## src/rtl/mux_arb_nto1_reg.sv

```systemverilog
// N-input, W-bit multiplexer with a single registered output stage.
// Every input and the output use a valid/ready handshake. The channel is
// chosen either by an explicit select or by round-robin arbitration.
module mux_arb_nto1_reg #(
    parameter int unsigned N  = 4,
    parameter int unsigned W  = 5,
    parameter int unsigned SW = (N > 1) ? $clog2(N) : 1
) (
    input  logic            Clk,
    input  logic            Reset,
    input  logic [N*W-1:0]  in_data,
    input  logic [N-1:0]    in_valid,
    output logic [N-1:0]    in_ready,
    input  logic            mode,
    input  logic [SW-1:0]   sel,
    output logic [W-1:0]    out_data,
    output logic [SW-1:0]   out_src,
    output logic            out_valid,
    input  logic            out_ready
);

    logic [SW-1:0] rr_ptr;
    logic [SW-1:0] rr_next;
    logic [SW-1:0] grant_idx;
    logic          grant_hit;
    logic [W-1:0]  grant_data;
    logic          load_en;
    logic          xfer;

    // Per-channel candidates for round-robin: the first valid channel at or
    // above rr_ptr wins; if none exists, the first valid channel below it.
    logic [SW-1:0] hi_idx;
    logic [SW-1:0] lo_idx;
    logic          hi_hit;
    logic          lo_hit;

    // Grant decision for the current cycle.
    always_comb begin
        grant_idx = '0;
        grant_hit = 1'b0;
        hi_idx    = '0;
        lo_idx    = '0;
        hi_hit    = 1'b0;
        lo_hit    = 1'b0;
        if (N == 1) begin
            grant_hit = in_valid[0];
        end else if (!mode) begin
            for (int unsigned i = 0; i < N; i++) begin
                if (in_valid[i] && (32'(sel) == i)) begin
                    grant_hit = 1'b1;
                    grant_idx = SW'(i);
                end
            end
        end else begin
            for (int unsigned i = 0; i < N; i++) begin
                if (in_valid[i]) begin
                    if (32'(rr_ptr) <= i) begin
                        if (!hi_hit) begin
                            hi_hit = 1'b1;
                            hi_idx = SW'(i);
                        end
                    end else if (!lo_hit) begin
                        lo_hit = 1'b1;
                        lo_idx = SW'(i);
                    end
                end
            end
            grant_hit = hi_hit | lo_hit;
            grant_idx = hi_hit ? hi_idx : lo_idx;
        end
    end

    // Data of the granted channel and the pointer that follows it.
    always_comb begin
        grant_data = '0;
        for (int unsigned i = 0; i < N; i++) begin
            if (grant_idx == SW'(i)) begin
                grant_data = in_data[i*W +: W];
            end
        end
        rr_next = (32'(grant_idx) == N - 1) ? '0 : grant_idx + 1'b1;
    end

    assign load_en = !out_valid | out_ready;
    assign xfer    = load_en & grant_hit & !Reset;

    // Ready goes only to the granted channel, and only when the output can load.
    always_comb begin
        in_ready = '0;
        for (int unsigned i = 0; i < N; i++) begin
            if (xfer && (grant_idx == SW'(i))) begin
                in_ready[i] = 1'b1;
            end
        end
    end

    // Output register and round-robin pointer.
    always_ff @(posedge Clk or posedge Reset) begin
        if (Reset) begin
            out_data  <= '0;
            out_src   <= '0;
            out_valid <= 1'b0;
            rr_ptr    <= '0;
        end else if (xfer) begin
            out_data  <= grant_data;
            out_src   <= grant_idx;
            out_valid <= 1'b1;
            if (mode) begin
                rr_ptr <= rr_next;
            end
        end else if (out_ready) begin
            out_valid <= 1'b0;
        end
    end

endmodule
```

## config.mk

```make
export PLATFORM = sky130hd
export DESIGN_NAME = mux_arb_nto1_reg
export DESIGN_NICKNAME = d
export VERILOG_FILES = /design/src/rtl/mux_arb_nto1_reg.sv
export SDC_FILE = /design/constraint.sdc
export NUM_CORES = 1
export LEC_CHECK = 0
export ABC_AREA = 1
export BUFFER_PORTS_ARGS = -buffer_cell sky130_fd_sc_hd__buf_2
export CORE_MARGIN = 1.5
export CORE_UTILIZATION = 40
export DETAILED_ROUTE_END_ITERATION = 12
export GPL_TIMING_DRIVEN = 0
export PLACE_DENSITY_LB_ADDON = 0.12
export SYNTH_ARGS = -nofsm -noshare
export SYNTH_HDL_FRONTEND = slang
export SYNTH_SLANG_ARGS = --single-unit
```

## constraint.sdc

```tcl
create_clock -name Clk -period 3.1 [get_ports Clk]
set_input_delay 0.31 -clock Clk [delete_from_list [all_inputs] [get_ports Clk]]
set_output_delay 0.31 -clock Clk [all_outputs]
set_load 0.01 [all_outputs]
```

==> flow_summary.toml <==
[run_status]
status = "completed"

[sta]
min_period_over_period_pct = 83.18
slew_headroom_pct = 75.66
holdWs_ps = 18.01
drv_slew = 0
skew_ps = 2.622
max_freq_mhz = 387.8
setup_violations = 0
period_minus_slack_ps = 2579
rsz0062_at_grt = "false"
final-hold-violation-count = 0
tns_ps = 0
worstMarginPinSlew_ps = 364.8

[synthesis]
ys_seq_area_share_pct = 29.72
synth_top_area_share_pct = 29.72
syn_area_per_cell_um2 = 6.237
netlist_area_um2 = 842.1
ys_warn_count = 0
async_flop_share_pct = 100.0
synth_most_common_cell = "nand2_1"
ys_ff_latch = 10
yosys-top-cells-area = "dfrtp_1, nand2_1, inv_1"
synth_nets = 169
synth_commonest_cells = "nand2_1, inv_1, o21ai_0"
netlist_instances = 135
synth_edf_count = 0
synth_flop_cell = "dfrtp_1"
yosys.area.top_type = "dfrtp_1"
synth_cell_types = 16

[setup_path]
crit_path_end = "in_ready[3]"
reg2reg_slack_ps = 740
cp_data_arrival_time_ps = 2270
path_max_fanout = 10
cp.required_ps = 2790
cp-start-kind = "flop"
crit_start = "rr_ptr[1]"
r2r_end = "out_data[2]"
critPathCaptureType = "output pin"
reg2regPathDepth = 17
rr_startpoint = "rr_ptr[1]"
worstSetupPathType = "reg -> out"

[power]
ir_worst_vdd_mv = 0.2611
power.switching_w = 0.0002391
p_seq_share_pct = 35.5
p_leak_nw = 0.6659
combinationalPowerShare_pct = 50.7
clkPwrFrac_pct = 13.8
cellInternalPower_w = 0.0003333
power.density_mw_per_mm2 = 518.6
switching_share_pct = 41.77

[clocking]
h-tree-depth = 1
clk_latency_ps = 250
ctsResizeCount = 0
hold_buffers = 0
tritoncts = "done"
cts_buffers = 3
cts_buffer_depth = 2
clk_pin_slew_ps = 50
clk_root_buffer_cell = "clkbuf_4"
numClockSinks = 10
cts_setup_buffers = 0

[drt]
antenna_left = 0
routed_via_density = 4.578
firstDrtPassIters = 4
drt_wl_total_mm = 1.978
drc = 0
drt_iter0_drc = 25
vias = 943
drt-wirelength-per-cell_um = 9.602

[place]
dpl.cell_count = 203
port_buffers = 41
gp_congestion = 0.8866
dp_hpwl_mm = 1.647

[finish]
drive_gt1_share_pct = 31.28
post-route-util_pct = 55.68
seq_area_um2 = 250.2
stdcell_count = 206
fin_nets = 215
antenna_cells = 0
syn_to_final_growth_pct = 31.06
multi_input_area_um2 = 506.7
n_fill_cell = 204

[die]
core-area_mm2 = 0.001982
fp.dieW_um = 48.88
die-area_mm2 = 0.002389
die_y_um = 48.88
initial_core_util_pct = 42.49
ioPinCount = 42
rows = 16

[grt]
grt_max_degree = 12
grt_pass1_wl_mm = 3.215
grt-ovfl-total = 0
grt_usage_pct = 17.11
antenna_found_initial = 0
first_global_vias = 757

[worst_hold_path]
hold_class = "in -> async"

[flow_run]
drv_cap = 0
-- state kept, by name, summed over array words and instances, names as in the netlist --
signal,count
out_data,5
out_src,2
rr_ptr,2
out_valid,1
-- worst min-delay path by stage --
stage                from          end  depth (start not counted)
global placement    Reset    rr_ptr[0]                          2
finish              Reset  out_data[2]                          2
detailed placement  Reset   out_src[1]                          2
CTS                 Reset  out_data[2]                          2
floorplan           Reset  out_data[0]                          1
global route        Reset  out_data[2]                          2
-- cells by family after synthesis --
| group | after synthesis | share of synthesized area (%) |
|---|---|---|
| and+or+nand+nor | 80 | 41.75 |
| adders and majority gates | 4 | 5.944 |
| buffers and inverters | 20 | 10.10 |
| DFF | 10 | 29.72 |
| AOI/OAI and AO/OA | 21 | 12.48 |
-- layer usage --
metal	global-route usage, %	wire length [µm]	vias up
li1	-	-	513
met2	27.17	887	33
met3	2.147	106	2
met1	24.08	969	395
met5	0	0	-
met4	5.714	14	0
-- metrics by stage --
step	worst slack [ps]	total power, W	cell area [µm²]
floorplan	1061	0.0003978	842.1
global placement	828.7	0.0004849	1081
detailed placement	774.7	0.0004931	1081
CTS	553.3	0.0005749	1104
global route	288.1	0.0006289	1104
finish	521.4	0.0005723	1104
-- cell type report --
cell class	count	area share, %
repair buffers	41	18.59
inverters	18	6.349
clock buffers	3	2.041
well taps	27	3.061
flip-flops and latches	10	22.68
plain buffers	2	1.361
multi-input cells	105	45.92
-- power groups by stage --
stage	clock (W)	sequential (W)	combinational, W
finish	0.0000790	0.000203	0.000290
global route	0.0000882	0.000209	0.000332
CTS	0.0000817	0.000203	0.000290
detailed placement	0	0.000204	0.000289
global placement	0	0.000202	0.000282
floorplan	0	0.000218	0.000179
-- worst max-delay path, cell delays in order (launching register included) --
cell and delay [ps]:
dfrtp_1 440, nor2_2 190, nand2_2 90, nand3_2 90, nand2_2 70, nand3_1 70, nand2_1 50, nand2_1 70
nand2_1 110, inv_1 100, ha_1 160, clkbuf_1 270, inv_1 80, nor2_1 100, buf_2 130
-- cell usage in the layout (no fill, tap or decap) --
cell,Yosys,routed
clkbuf_1,1,1
nor2_1,7,7
inv_1,17,17
nor2_2,3,3
buf_6,1,1
a21oi_1,8,8
nand3_1,11,11
ha_1,4,4
dfrtp_1,10,10
buf_2,0,41
o21ai_1,1,1
inv_4,1,1
nand3_2,2,2
o21ai_0,12,12
nand2_1,52,52
nand2_2,4,4
clkbuf_4,0,3
nand2_4,1,1
No activity file was read; power rests on OpenSTA's default activity.
